$ cat config.mk
export PLATFORM = sky130hd
export DESIGN_NAME = hsv_core_commit
export DESIGN_NICKNAME = d
export VERILOG_FILES = /design/src/rtl/hsv_core_pkg.sv /design/src/rtl/hsv_core_commit_retire_ctr.sv /design/src/rtl/hsv_core_commit.sv
export SDC_FILE = /design/constraint.sdc
export NUM_CORES = 1
export LEC_CHECK = 0
export ABC_AREA = 1
export BUFFER_PORTS_ARGS = -buffer_cell sky130_fd_sc_hd__buf_2
export CAP_MARGIN = 10
export CORE_MARGIN = 5
export CORE_UTILIZATION = 40
export CTS_CLUSTER_DIAMETER = 60
export DETAILED_ROUTE_END_ITERATION = 8
export PLACE_DENSITY = 0.68
export SLEW_MARGIN = 5
export SYNTH_ARGS = -nofsm -noshare
export SYNTH_HDL_FRONTEND = slang
export SYNTH_SLANG_ARGS = --single-unit
$ cat constraint.sdc
create_clock -name clk_core -period 3.1 [get_ports clk_core]
set_input_delay 0.62 -clock clk_core [delete_from_list [all_inputs] [get_ports clk_core]]
set_output_delay 0.62 -clock clk_core [all_outputs]
set_load 0.02 [all_outputs]
$ cat src/rtl/hsv_core_pkg.sv
// Shared types for hsv_core: commit interface payload, commit FSM states,
// trap cause codes and the redirect bundle sent back to the frontend.
package hsv_core_pkg;

  typedef logic [31:0] word;
  typedef logic [4:0]  reg_addr;
  typedef logic [30:0] reg_mask;

  typedef struct packed {
    word pc;
  } common_t;

  typedef struct packed {
    word     next_pc;
    word     result;
    logic    jump;
    logic    trap;
    logic    writeback;
    common_t common;
  } commit_data_t;

  typedef enum logic {
    COMMIT_RUN,
    COMMIT_FLUSH
  } commit_state_t;

  typedef logic [3:0] trap_cause_t;

  localparam trap_cause_t TRAP_CAUSE_ILLEGAL    = 4'd2;
  localparam trap_cause_t TRAP_CAUSE_MISALIGNED = 4'd0;

  typedef struct packed {
    logic valid;
    logic trap;
    word  pc;
  } redirect_t;

  // One-hot scoreboard bit for a destination register; bits above the mask width drop out.
  function automatic reg_mask rd_onehot(input reg_addr rd);
    return reg_mask'(32'd1 << rd);
  endfunction

endpackage

$ cat src/rtl/hsv_core_commit_retire_ctr.sv
// Free-running retired-instruction counter; wraps silently at 2^W.
module hsv_core_commit_retire_ctr
  #(
    parameter int W = 64
  )
  (
    input  logic         clk,
    input  logic         rst,
    input  logic         inc,
    output logic [W-1:0] count
  );

  logic [W-1:0] count_q;

  // Count one per retiring commit.
  always_ff @(posedge clk) begin
    if (rst) begin
      count_q <= '0;
    end else if (inc) begin
      count_q <= count_q + W'(1);
    end
  end

  assign count = count_q;

endmodule

$ cat src/rtl/hsv_core_commit.sv
// Commit stage of hsv_core: applies writeback, scoreboard release, redirect,
// flush and retire count for each accepted commit. Wrong-path commits that
// arrive while the pipeline drains after a redirect are discarded.
module hsv_core_commit
  import hsv_core_pkg::*;
  #(
    parameter int unsigned FlushCycles         = 2,
    parameter trap_cause_t TrapCauseIllegal    = TRAP_CAUSE_ILLEGAL,
    parameter trap_cause_t TrapCauseMisaligned = TRAP_CAUSE_MISALIGNED
  )
  (
    input  logic                         clk_core,
    input  logic                         rst_core,
    input  logic                         in_valid,
    output logic                         in_ready,
    input  logic [$bits(commit_data_t)-1:0] in_data,
    input  logic [4:0]                   in_rd_addr,
    input  logic [31:0]                  trap_vector,
    output logic                         wr_en,
    output logic [4:0]                   wr_addr,
    output logic [31:0]                  wr_data,
    output logic [30:0]                  release_mask,
    output logic                         flush,
    output logic                         redirect_valid,
    output logic [31:0]                  redirect_pc,
    output logic                         trap_taken,
    output logic [31:0]                  mepc,
    output logic [3:0]                   mcause,
    output logic [63:0]                  retired
  );

  localparam int CntW = $clog2(FlushCycles + 1);

  commit_data_t  cd_p0;
  commit_state_t state, state_nxt;
  logic [CntW-1:0] cnt, cnt_nxt;
  logic ready_q;

  logic      acc_p0, run_p0, misalign_p0, take_trap_p0, retire_p0, wb_p0;
  redirect_t redir_p0;

  logic        wr_en_p1, flush_p1, trap_taken_p1, redirect_valid_p1;
  logic [4:0]  wr_addr_p1;
  logic [31:0] wr_data_p1, redirect_pc_p1, mepc_p1;
  reg_mask     release_p1;
  trap_cause_t mcause_p1;

  logic unused_tvec_lsb;
  assign unused_tvec_lsb = ^trap_vector[1:0];

  assign cd_p0    = commit_data_t'(in_data);
  assign in_ready = ready_q;

  // ---- stage p0: decode the incoming commit ----
  assign acc_p0       = in_valid & ready_q;
  assign run_p0       = acc_p0 & (state == COMMIT_RUN);
  assign misalign_p0  = cd_p0.jump & (cd_p0.next_pc[1:0] != 2'b00);
  assign take_trap_p0 = cd_p0.trap | misalign_p0;
  assign retire_p0    = run_p0 & ~take_trap_p0;
  assign wb_p0        = retire_p0 & cd_p0.writeback & (in_rd_addr != 5'd0);

  assign redir_p0.valid = run_p0 & (take_trap_p0 | cd_p0.jump);
  assign redir_p0.trap  = run_p0 & take_trap_p0;
  assign redir_p0.pc    = take_trap_p0 ? {trap_vector[31:2], 2'b00} : cd_p0.next_pc;

  // Next state: a redirect opens a drain window of FlushCycles cycles.
  always_comb begin
    state_nxt = state;
    cnt_nxt   = cnt;
    case (state)
      COMMIT_RUN: begin
        if (redir_p0.valid) begin
          state_nxt = COMMIT_FLUSH;
          cnt_nxt   = CntW'(FlushCycles);
        end
      end
      COMMIT_FLUSH: begin
        cnt_nxt = cnt - CntW'(1);
        if (cnt == CntW'(1)) begin
          state_nxt = COMMIT_RUN;
        end
      end
      default: begin
        state_nxt = COMMIT_RUN;
        cnt_nxt   = '0;
      end
    endcase
  end

  // State, drain counter and ready flag.
  always_ff @(posedge clk_core) begin
    if (rst_core) begin
      state   <= COMMIT_RUN;
      cnt     <= '0;
      ready_q <= 1'b0;
    end else begin
      state   <= state_nxt;
      cnt     <= cnt_nxt;
      ready_q <= 1'b1;
    end
  end

  // ---- stage p1: registered architectural effects ----
  always_ff @(posedge clk_core) begin
    if (rst_core) begin
      wr_en_p1          <= 1'b0;
      wr_addr_p1        <= '0;
      wr_data_p1        <= '0;
      release_p1        <= '0;
      flush_p1          <= 1'b0;
      redirect_valid_p1 <= 1'b0;
      trap_taken_p1     <= 1'b0;
      redirect_pc_p1    <= '0;
      mepc_p1           <= '0;
      mcause_p1         <= '0;
    end else begin
      wr_en_p1          <= wb_p0;
      release_p1        <= wb_p0 ? rd_onehot(in_rd_addr) : '0;
      flush_p1          <= redir_p0.valid;
      redirect_valid_p1 <= redir_p0.valid;
      trap_taken_p1     <= redir_p0.trap;
      if (wb_p0) begin
        wr_addr_p1 <= in_rd_addr;
        wr_data_p1 <= cd_p0.result;
      end
      if (redir_p0.valid) begin
        redirect_pc_p1 <= redir_p0.pc;
      end
      if (redir_p0.trap) begin
        mepc_p1   <= cd_p0.common.pc;
        mcause_p1 <= cd_p0.trap ? TrapCauseIllegal : TrapCauseMisaligned;
      end
    end
  end

  hsv_core_commit_retire_ctr #(.W(64)) u_retire_ctr (
    .clk   (clk_core),
    .rst   (rst_core),
    .inc   (retire_p0),
    .count (retired)
  );

  assign wr_en          = wr_en_p1;
  assign wr_addr        = wr_addr_p1;
  assign wr_data        = wr_data_p1;
  assign release_mask   = release_p1;
  assign flush          = flush_p1;
  assign redirect_valid = redirect_valid_p1;
  assign trap_taken     = trap_taken_p1;
  assign redirect_pc    = redirect_pc_p1;
  assign mepc           = mepc_p1;
  assign mcause         = mcause_p1;

endmodule

==> results.md <==
Run status:
- The run finished with clean final reports.

Setup path:
- Data on the critical path arrives at its endpoint at 2.48 ns.
- The kind of critical path is reg2reg.
- For the worst setup path, the data required time is 3.53 ns.
- The endpoint kind of the worst setup timing path is a register.
- The largest fanout of any net on the critical path is 38.
- STA classifies the critical path startpoint as a register.

Global routing:
- The first global-routing pass estimated 44300 um of wire.
- Entering global routing, the biggest net connects between 60 and 70 pins.
- Across every metal layer, demand over resource in global routing totals 0.221.
- The sum of overflow across all layers after global routing is 0.
- The initial antenna violation count is 1.
- The number of global-route vias before repair came to 8543.

Clock network:
- The number of clock sinks is a little over 200.
- At the later pin of the worst-skew pair, clock insertion delay measures roughly 0.5 ns.
- The root cell of the clock tree is clkbuf_16.
- The CTS tree is built.
- For this design, the CTS-stage hold fixing added 0 buffers.
- No sink is reached through more buffers than the 3 on the longest clock path.
- After clock tree synthesis, the clock-pin slew on the worst setup and hold paths is ~0.06 ns.
- Buffers added to address setup during post-CTS repair amount to 0.
- Gates resized during post-CTS repair numbered 0.
- The TritonCTS buffer count is 24.
- The number of levels in the clock H-tree is 1.

Detailed routing:
- The routed wire length per instance is around 16 um.
- The first TritonRoute pass finished after 5 iterations.
- Summed over all layers, the routed wires come to between 20000 and 30000 um.
- The post-route DRC violation count is 0.
- The detailed-route via count is 9017.
- The initial detailed-routing violation count is 492.
- The antenna violation net count after detailed routing is 0.
- In the routed layout, each cell is associated on average with a via count of between 4 and 5.

Synthesis:
- By count the netlist is led by 324 x nor2_1, 204 x dfxtp_1, 192 x nand2_1.
- The netlist uses 39 different library cells.
- Averaged over all synthesized cells, the footprint is about 7 um^2.
- The synthesized design contains 0 enable-type register cells.
- The share of synthesized area in the top cell type comes to 0.477.
- The xor-xnor portion of the synthesized cell area is 0.00409.
- For this run, the leading register cell type out of synthesis is dfxtp_1.
- The complex-gate fraction of the synthesized area is 0.134.
- Ranked by total cell area, the synthesized netlist is headed by dfxtp_1 48%, nor2_1 14%, nand2_1 8.4%, o21ai_0 6.7%, a21oi_1 3.4%.
- Synthesis produced a netlist whose cell count is around 1200.
- The share of the Yosys chip area taken by registers is 0.477.
- The largest total area in the synthesized netlist belongs to dfxtp_1.
- The async set or reset register ratio after synthesis is 0.
- The adder and majority cell fraction of the synthesized area is 0.00292.
- After synthesis the netlist holds a flip-flop and latch count of between 200 and 250.
- The library cell with the highest instance count after synthesis is nor2_1.
- The netlist area before placement is roughly 8600 um^2.
- The portion of synthesized area spent on multiplexers is 0.
- The number of warnings reported in the yosys synthesis log is 0.
- Of the total synthesized cell area, the portion taken by AND, OR, NAND and NOR gates is 0.313.
- By area, the combinational part of the netlist is dominated by simple AND/OR/NAND/NOR gates.

Finish:
- Of the cells placed in the final design, the portion with a size suffix greater than 1 is 0.277.
- The area growth from synthesis to layout is 31.3%.
- For this run, the post-layout net count is ~1700.
- In the final layout, the multi-input gates occupy between 3000 and 4000 um^2.
- The sequential cells in the finished layout cover a total of between 4000 and 5000 um^2.
- The filler cells instantiated in the layout total 2044.
- 0 antenna diodes ended up in the layout.
- The final non-filler cell total is 1807.

Placement:
- The total of buffers placed on input and output ports is roughly 340.
- The sum of net half-perimeters after detailed placement is about 21000 um.
- Including well taps, the total number of placed cells is ~1800.
- The weighted congestion at the end of routability-driven global placement is approximately 0.93.

Floorplan:
- The initial cell density of the core is 0.407.
- Measured along the y axis, the die boundary spans approximately 160 um.
- The number of standard-cell rows in the floorplan is 53.
- For this design the top-level I/O count stands at 344.
- The floorplan die width is 156 um.
- The floorplan core area is ~21000 um^2.
- The die covers ~24000 um^2.

STA:
- For the pin with the worst max-slew slack, the measured transition is just over 0.8 ns.
- Setup repair after global routing left no endpoint under its margin.
- The number of pins exceeding their max-slew limit in the final report came to 0.
- For this run, the top clock speed supported by timing is roughly 490 MHz.
- The post-route minimum period is between 2 and 2.5 ns.
- After routing, the total negative slack on setup checks comes to 0 ns.
- The share of the clock period used by the worst path after layout is 0.661.
- The final worst clock skew is around 0.016 ns.
- The number of endpoints failing setup at the final stage is 0.
- Measured against its own limit, the worst slew margin works out to 0.448.
- The final count of hold timing violations is 0.
- The final hold slack is between 0.3 and 0.4 ns.

Worst hold path:
- The tightest min-delay check is of the in2reg type.

Power:
- The leakage power total is 0.00506 uW.
- The peak supply drop is roughly 0.00043 V.
- Power spread over the standard cell area amounts to between 500 and 600 nW/um^2.

Flow run:
- Across the run, the number of max-cap violations was 0.
[cells in the final DEF, fill, tap and decap left out, types with 5 or more instances in the layout]
cell,instances
clkbuf_16,24
nor3_1,10
nand4_1,23
buf_2,338
buf_4,7
o22ai_1,29
o21ai_0,115
a21oi_1,58
nor2_4,5
clkbuf_8,6
nor2_2,15
nand2_1,192
inv_1,72
nor2_1,324
clkinv_2,6
inv_2,6
dfxtp_1,204
nand3_1,44
[layer usage]
metal	wire, um	vias to the layer above	part of all wire	global-route usage
met5	7	-	0.00024	0
li1	-	4514	-	-
met2	13700	339	0.48	0.369
met4	1020	2	0.036	0.0793
met3	2480	67	0.087	0.0650
met1	11400	4095	0.40	0.270
[registers in the layout (all words and copies together), names as in the netlist]
signal and count:
redirect_pc 32, wr_addr 5, redirect_valid 1, wr_data 32, release_mask 31, cnt 2, trap_taken 1, mepc 32
u_retire_ctr.count 64, in_ready 1, state 1, wr_en 1, mcause 1
[worst paths after layout]
check / startpoint / to / slack (ns) / depth (start not counted)
min: in_data[16] / mepc[16] / 0.33 / 3
max reg2reg: in_ready / wr_addr[2] / 1.05 / 8
max: in_ready / wr_addr[2] / 1.05 / 8
min reg2reg: redirect_pc[0] / redirect_pc[0] / 0.45 / 2
[final cells by class]
class / count / share of cell area
Timing Repair Buffer: 346 / 0.157
Sequential cell: 204 / 0.363
Tap cell: 275 / 0.0306
Clock inverter: 10 / 0.0124
Multi-Input combinational cell: 858 / 0.347
Inverter: 80 / 0.0273
Clock buffer: 34 / 0.0621
[where the power goes]
part	switching (uW)	total, uW	internal (uW)
clock network	1110	2930	1820
registers	34.5	2730	2700
logic	324	508	184
[worst max-delay path, stage by stage (launching register included)]
cell and delay, ns:
dfxtp_1 0.33, nand2_1 0.09, nor2_4 0.15, nand3_4 0.24, clkinv_4 0.25, nand3_4 0.14
inv_2 0.48, o21ai_0 0.15, a21oi_1 0.14
[kinds of logic after synthesis]
logic type,after synthesis
AOI/OAI and AO/OA,215
xor gates and xnor gates,4
adders and majority gates,2
buffers and inverters,136
DFF,204
other,1
and+or+nand+nor,633
[stage by stage]
step	worst slack [ns]	total power [uW]	utilization	cell area [um^2]
after floorplan	1.36	3080	-	8570
after global placement	0.673	3280	0.495	10400
after detailed placement	0.635	3290	0.495	10400
after CTS	1.02	6230	0.535	11200
after global routing	0.819	6400	0.535	11200
final	1.05	6170	0.535	11200
Power figures use the tool's default switching activity.
